<file path="src/rtl/jtag_uart_stream_decoder.sv">
// Decodes an escaped JTAG-UART byte stream into frame payload bytes with load/ack framing.
// Optional host status echo is enabled by defining JTAG_UART_STREAM_DECODER_STATUS_ECHO_EN.
module jtag_uart_stream_decoder #(
  parameter int         FRAME_BYTES_LOG2 = 20,
  parameter int         FRAME_IDX_W      = 6,
  parameter logic [7:0] ESC_BYTE         = 8'hFE
) (
  input  logic                   iCLK,
  input  logic                   iRST,
  output logic                   oJTAG_SLAVE_ADDR,
  output logic                   oJTAG_SLAVE_RDREQ,
  input  logic [31:0]            iJTAG_SLAVE_RDDATA,
  output logic                   oJTAG_SLAVE_WRREQ,
  output logic [31:0]            oJTAG_SLAVE_WRDATA,
  input  logic                   iJTAG_SLAVE_WAIT,
  output logic [7:0]             oPIX_DATA,
  output logic                   oPIX_VALID,
  input  logic                   iPIX_READY,
  output logic [FRAME_IDX_W:0]   oNUM_IMAGES,
  output logic                   oTRIGGER_WRITE_SDRAM,
  output logic                   oBUSY,
  output logic                   oERROR
);

  localparam int         CNT_W      = FRAME_IDX_W + FRAME_BYTES_LOG2 + 1;
  localparam logic [7:0] CODE_ABORT = 8'h00;
  localparam logic [7:0] CODE_ACK   = 8'h01;

  typedef enum logic [2:0] {
    S_IDLE,
    S_TRIGGER,
    S_RECV,
    S_WAIT_ACK,
    S_ERROR
  } state_t;

  typedef enum logic [2:0] {
    EV_NONE,
    EV_DATA,      // unescaped non-escape byte, or escaped literal ESC_BYTE
    EV_ABORT,
    EV_ACK,
    EV_BAD_ESC
  } rx_event_t;

  state_t              state, next_state;
  rx_event_t           rx_event;
  logic                rdreq, byte_rx, is_cmd, esc_pending;
  logic                load_cmd, push_pix, clr_cnt, wr_pending;
  logic [7:0]          rx_byte, pix_data;
  logic                pix_valid;
  logic [FRAME_IDX_W:0] num_images, cmd_frames;
  logic [CNT_W-1:0]    byte_cnt, target_cnt;
  logic                unused_rddata;

  assign rx_byte       = iJTAG_SLAVE_RDDATA[7:0];
  assign unused_rddata = ^{iJTAG_SLAVE_RDDATA[31:16], iJTAG_SLAVE_RDDATA[14:8]};

  // A read is only offered when the single-entry output register is free.
  assign rdreq   = ~iRST & (state != S_TRIGGER) & ~pix_valid & ~wr_pending;
  assign byte_rx = rdreq & ~iJTAG_SLAVE_WAIT & iJTAG_SLAVE_RDDATA[15];

  assign cmd_frames = {1'b0, FRAME_IDX_W'(rx_byte[5:0])} + {{FRAME_IDX_W{1'b0}}, 1'b1};
  assign target_cnt = CNT_W'(num_images) << FRAME_BYTES_LOG2;

  // NOTE: every always_comb output gets a default first, so no path can infer a latch.
  always_comb begin
    rx_event = EV_NONE;
    is_cmd   = 1'b0;
    if (byte_rx) begin
      if (esc_pending) begin
        if (rx_byte == CODE_ABORT)    rx_event = EV_ABORT;
        else if (rx_byte == CODE_ACK) rx_event = EV_ACK;
        else if (rx_byte == ESC_BYTE) rx_event = EV_DATA;
        else                          rx_event = EV_BAD_ESC;
      end else if (rx_byte != ESC_BYTE) begin
        rx_event = EV_DATA;
        is_cmd   = (rx_byte[7:6] == 2'b10);
      end
    end
  end

  // NOTE: sequential state uses non-blocking assignments so every flop samples pre-edge values.
  always_ff @(posedge iCLK) begin
    if (iRST)         esc_pending <= 1'b0;
    else if (byte_rx) esc_pending <= ~esc_pending & (rx_byte == ESC_BYTE);
  end

  always_ff @(posedge iCLK) begin
    if (iRST) state <= S_IDLE;
    else      state <= next_state;
  end

  always_comb begin
    next_state = state;
    load_cmd   = 1'b0;
    push_pix   = 1'b0;
    clr_cnt    = 1'b0;
    case (state)
      S_IDLE, S_ERROR: begin
        if (rx_event == EV_DATA && is_cmd) begin
          load_cmd   = 1'b1;
          next_state = S_TRIGGER;
        end else if (rx_event == EV_ABORT) begin
          next_state = S_IDLE;
        end else if (rx_event == EV_DATA || rx_event == EV_BAD_ESC) begin
          next_state = S_ERROR;
        end
      end
      S_TRIGGER: next_state = S_RECV;
      S_RECV: begin
        if (byte_cnt == target_cnt) begin
          next_state = S_WAIT_ACK;
        end else begin
          case (rx_event)
            EV_DATA:  push_pix = 1'b1;
            EV_ABORT: begin
              next_state = S_IDLE;
              clr_cnt    = 1'b1;
            end
            EV_ACK, EV_BAD_ESC: next_state = S_ERROR;
            default: ;
          endcase
        end
      end
      S_WAIT_ACK: begin
        case (rx_event)
          EV_ACK, EV_ABORT:    next_state = S_IDLE;
          EV_DATA, EV_BAD_ESC: next_state = S_ERROR;
          default: ;
        endcase
      end
      default: next_state = S_IDLE;
    endcase
  end

  always_ff @(posedge iCLK) begin
    if (iRST || clr_cnt || load_cmd) byte_cnt <= '0;
    else if (push_pix)               byte_cnt <= byte_cnt + CNT_W'(1);
  end

  always_ff @(posedge iCLK) begin
    if (iRST)          num_images <= '0;
    else if (load_cmd) num_images <= cmd_frames;
  end

  // Pending byte survives any state change; only a downstream accept frees it.
  always_ff @(posedge iCLK) begin
    if (iRST) begin
      pix_valid <= 1'b0;
      pix_data  <= '0;
    end else if (push_pix) begin
      pix_valid <= 1'b1;
      pix_data  <= rx_byte;
    end else if (iPIX_READY) begin
      pix_valid <= 1'b0;
    end
  end

`ifdef JTAG_UART_STREAM_DECODER_STATUS_ECHO_EN
  localparam logic [7:0] STATUS_ACK = 8'h06;
  localparam logic [7:0] STATUS_ERR = 8'h15;

  logic [7:0] wr_byte;

  // A fresh status event replaces any byte still waiting for the host.
  always_ff @(posedge iCLK) begin
    if (iRST) begin
      wr_pending <= 1'b0;
      wr_byte    <= '0;
    end else if (next_state == S_WAIT_ACK && state != S_WAIT_ACK) begin
      wr_pending <= 1'b1;
      wr_byte    <= STATUS_ACK;
    end else if (next_state == S_ERROR && state != S_ERROR) begin
      wr_pending <= 1'b1;
      wr_byte    <= STATUS_ERR;
    end else if (!iJTAG_SLAVE_WAIT) begin
      wr_pending <= 1'b0;
    end
  end

  assign oJTAG_SLAVE_WRREQ  = wr_pending;
  assign oJTAG_SLAVE_WRDATA = {24'h0, wr_byte};
`else
  assign wr_pending         = 1'b0;
  assign oJTAG_SLAVE_WRREQ  = 1'b0;
  assign oJTAG_SLAVE_WRDATA = '0;
`endif

  assign oJTAG_SLAVE_ADDR     = 1'b0;
  assign oJTAG_SLAVE_RDREQ    = rdreq;
  assign oPIX_DATA            = pix_data;
  assign oPIX_VALID           = pix_valid;
  assign oNUM_IMAGES          = num_images;
  assign oTRIGGER_WRITE_SDRAM = (state == S_TRIGGER);
  assign oBUSY                = (state == S_TRIGGER) || (state == S_RECV) || (state == S_WAIT_ACK);
  assign oERROR               = (state == S_ERROR);

endmodule

</file>
<file path="config.mk">
export PLATFORM = sky130hd
export DESIGN_NAME = jtag_uart_stream_decoder
export DESIGN_NICKNAME = d
export VERILOG_FILES = /design/src/rtl/jtag_uart_stream_decoder.sv
export SDC_FILE = /design/constraint.sdc
export NUM_CORES = 1
export LEC_CHECK = 0
export ABC_AREA = 1
export CAP_MARGIN = 20
export CELL_PAD_IN_SITES_DETAIL_PLACEMENT = 2
export CELL_PAD_IN_SITES_GLOBAL_PLACEMENT = 2
export CORE_ASPECT_RATIO = 0.5
export CORE_MARGIN = 4
export CORE_UTILIZATION = 25
export CTS_CLUSTER_DIAMETER = 40
export CTS_CLUSTER_SIZE = 24
export DETAILED_ROUTE_END_ITERATION = 16
export HOLD_SLACK_MARGIN = 0.15
export PLACE_DENSITY_LB_ADDON = 0.1
export SETUP_SLACK_MARGIN = 0.5
export SYNTH_ARGS = -nofsm -noshare
export SYNTH_HDL_FRONTEND = slang
export SYNTH_SLANG_ARGS = --single-unit
</file>
<file path="constraint.sdc">
create_clock -name iCLK -period 2.5 [get_ports iCLK]
set_clock_uncertainty 0.1 [all_clocks]
set_input_delay 0.375 -clock iCLK [delete_from_list [all_inputs] [get_ports iCLK]]
set_output_delay 0.375 -clock iCLK [all_outputs]
set_load 0.02 [all_outputs]
</file>
==> run_results.csv <==
group,metric,value,unit
outcome,status,"finished, final reports clean",
clock_network,cts_tree,"yes",
clock_network,clock_latency,0.30,ns
setup_path,worst_ep_required_time,2.60,ns
layout,nets,586,
drt,via_per_inst,4.59,
setup_path,critPathBufInv,5,
drt,routedWlPerCell,16.9,um
sta,slew_violations,0,
pwr,p_per_area,472,nW/um^2
yosys,synth_top_area_cell,"dfxtp_1",
yosys,synth_edf_count,0,
sta,setup_viol,0,
layout,nFillCells,1421,
yosys,synthesis.area,3160,sq um
setup_path,cp.arrival,2.20,ns
placement,portBuffers,32,
pwr,p_leak,2.03,nW
pwr,p_clk_frac,0.330,
global_route,grt_max_degree,28,
placement,gp_congestion,0.782,
clock_network,ctsHoldBuffers,0,
setup_path,setup.worst_path.class,"flip-flop to flip-flop",
setup_path,cp_cell_sequence,"inv_1 > nand4_1 > nor3_4 > and2_4 > nor2_4 > inv_2 > nor2_4 > buf_12 > buf_8 > buf_12 > nand2_2 > nand2_1 > nand2_1 > nor2_1",
yosys,seq_area_frac_synth,0.298,
run,max-cap-violations,0,
sta,setup_tns,0,ns
floorplan,core-area,12100,sq um
yosys,ys_seq_elements,47,
global_route,track_usage,0.156,
global_route,overflow,0,
placement,dp_worst_setup_slack,-0.0884,ns
sta,min_period_over_period,0.843,
sta,hold_viol_final,0,
sta,fin_ws,0.393,ns
drt,vias,3261,
floorplan,die_area,14600,sq um
global_route,grt_pass1_vias,3470,
sta,rsz0062_at_grt,"true",
yosys,synthCells,470,
setup_path,endpoint_kind,"flip-flop",
sta,hold_ws,0.268,ns
setup_path,cp-start-kind,"flip-flop",
floorplan,fp.dieH,87.5,um
layout,antenna_cells,0,
pwr,pwr-share-seq,0.379,
sta,min_period,2.11,ns
setup_path,slowest_stage,"dfxtp_1",
floorplan,start_util,0.262,
clock_network,cts_made_buffers,5,
clock_network,h-tree-depth,2,
clock_network,clock_sinks,47,
yosys,syn_avg_cell_area,6.73,sq um
clock_network,path_clk_slew,0.07,ns
yosys,synth_top_area_frac,0.298,
pwr,internal_power,1.39,mW
yosys,yosys_warnings,0,
yosys,synth.area.top_cells,"dfxtp_1 (30%), nand2_1 (13%), buf_4 (8.3%)",
setup_path,cpPeakStageDelay,0.33,ns
yosys,synth-async-reset-ratio,0,
drt,dr.pass1.iters,4,
drt,drtIter0Drc,84,
pwr,switchingPower,774,uW
clock_network,cts_buffer_depth,2,
placement,dpl.hpwl,7.74,mm
yosys,synth_flop_cell,"dfxtp_1",
sta,fmax,475,MHz
floorplan,die_x,167,um
global_route,antenna_found_initial,0,
floorplan,fp-row-count,28,
hold_path,hold_path_class,"primary input to flip-flop",
yosys,yosys.cell_types.count,29,
drt,drcViolationCount,0,
drt,wirelength,12.0,mm
floorplan,top_level_ports,90,
layout,syn_to_final_growth,44.9,%
clock_network,ctsRootBufferMaster,"clkbuf_16",
sta,relSlewSlack,0.480,
layout,mostFrequentLayoutCells,"nand2_1 (82), nor2_1 (51), conb_1 (34), dfxtp_1 (34), buf_4 (34)",
pwr,ir_drop,0.000258,V
setup_path,critPathMaxFanout,8,
sta,tightest_slew,0.780,ns
pwr,swShare,0.358,
global_route,grt_pass1_wl,18.0,mm
pwr,power_frac_comb,0.291,
setup_path,crit_family,"simple AND/OR/NAND/NOR gates",
drt,ant_nets,0,
layout,drive_gt1_frac,0.336,
layout,layout_commonest_cell,"nand2_1",
pwr,total_power,2.16,mW
[registers in the layout (all words and copies together), names as in the netlist]
| name | cells |
|---|---|
| byte_cnt | 27 |
| esc_pending | 1 |
| oNUM_IMAGES | 7 |
| oPIX_DATA | 8 |
| oPIX_VALID | 1 |
| state | 3 |
[metal layers]
| layer | GRT usage | wire length (um) | vias to the layer above |
|---|---|---|---|
| li1 | - | - | 1588 |
| met1 | 0.199 | 5740 | 1583 |
| met2 | 0.278 | 5720 | 75 |
| met3 | 0.0313 | 397 | 15 |
| met4 | 0.0297 | 127 | 0 |
| met5 | 0 | 0 | - |
[power groups by stage]
stage          sequential (mW)  clock (mW)  combinational, mW
2_1_floorplan            0.827           0              0.376
3_3_place_gp             0.833           0              0.545
3_5_place_dp             0.832           0              0.550
4_1_cts                  0.815       0.737              0.560
5_1_grt                  0.827       0.774              0.694
6_report                 0.820       0.713              0.628
[timing repair]
action                                  4_1_cts  5_1_grt
buffers inserted                             10        8
pin swaps                                    23       26
gates cloned                                  4        2
resized for setup                            77       87
endpoints found under the setup margin       42       47
endpoints found under the hold margin         0        0
[tightest hold or removal path, stage by stage]
cell,delay (ns)
clkbuf_2,0.11
inv_2,0.08
a21oi_1,0.06
[path summary, 6_finish.rpt]
check                                               from                         to  slack, ns  cells after the start
worst max-delay path            byte_cnt[9]$_SDFFE_PP0P_   byte_cnt[9]$_SDFFE_PP0P_       0.39                     14
worst min-delay path               iJTAG_SLAVE_RDDATA[1]  oPIX_DATA[1]$_SDFFE_PP0P_       0.27                      3
worst min register to register  byte_cnt[3]$_SDFFE_PP0P_   byte_cnt[3]$_SDFFE_PP0P_       0.39                      2
worst max register to register  byte_cnt[9]$_SDFFE_PP0P_   byte_cnt[9]$_SDFFE_PP0P_       0.39                     14
[through the flow]
stage,std cells,utilization,cell area (sq um)
5_1_grt,710,0.379,4580
4_1_cts,700,0.346,4190
6_report,710,0.379,4580
3_5_place_dp,678,0.304,3670
2_1_floorplan,503,-,3290
3_3_place_gp,678,0.304,3670
[Yosys cell counts, types with 2 or more instances]
library cell / number
inv_2: 4
xnor2_1: 8
buf_6: 7
nor2_2: 4
nand2_1: 111
nor4_1: 3
a21oi_1: 37
nor2_1: 62
nor2_4: 2
nand3_1: 16
o21ai_2: 4
dfxtp_1: 47
inv_1: 40
o21ai_0: 19
nand2_2: 3
nand4_1: 10
nor3_1: 16
buf_4: 35
a211oi_1: 3
xor2_1: 21
ha_1: 6
nand3_2: 3
buf_2: 3
[logic make-up after synthesis]
kind of cell,after synthesis,share of synthesized area
compound gates,64,0.108
xor+xnor,29,0.0803
fa+ha+maj,6,0.0237
buf+inv,90,0.166
simple gates,233,0.323
flops,47,0.298
other cells,1,0.00119
[cell type report]
| type | instances | area (sq um) | area share |
|---|---|---|---|
| Multi-Input combinational cell | 366 | 2240 | 0.490 |
| Clock inverter | 3 | 20.0 | 0.00437 |
| Clock buffer | 5 | 125 | 0.0273 |
| Timing Repair Buffer | 80 | 860 | 0.188 |
| Sequential cell | 47 | 957 | 0.209 |
| Inverter | 44 | 168 | 0.0366 |
| Tap cell | 165 | 206 | 0.0451 |
Power figures use the tool's default switching activity.
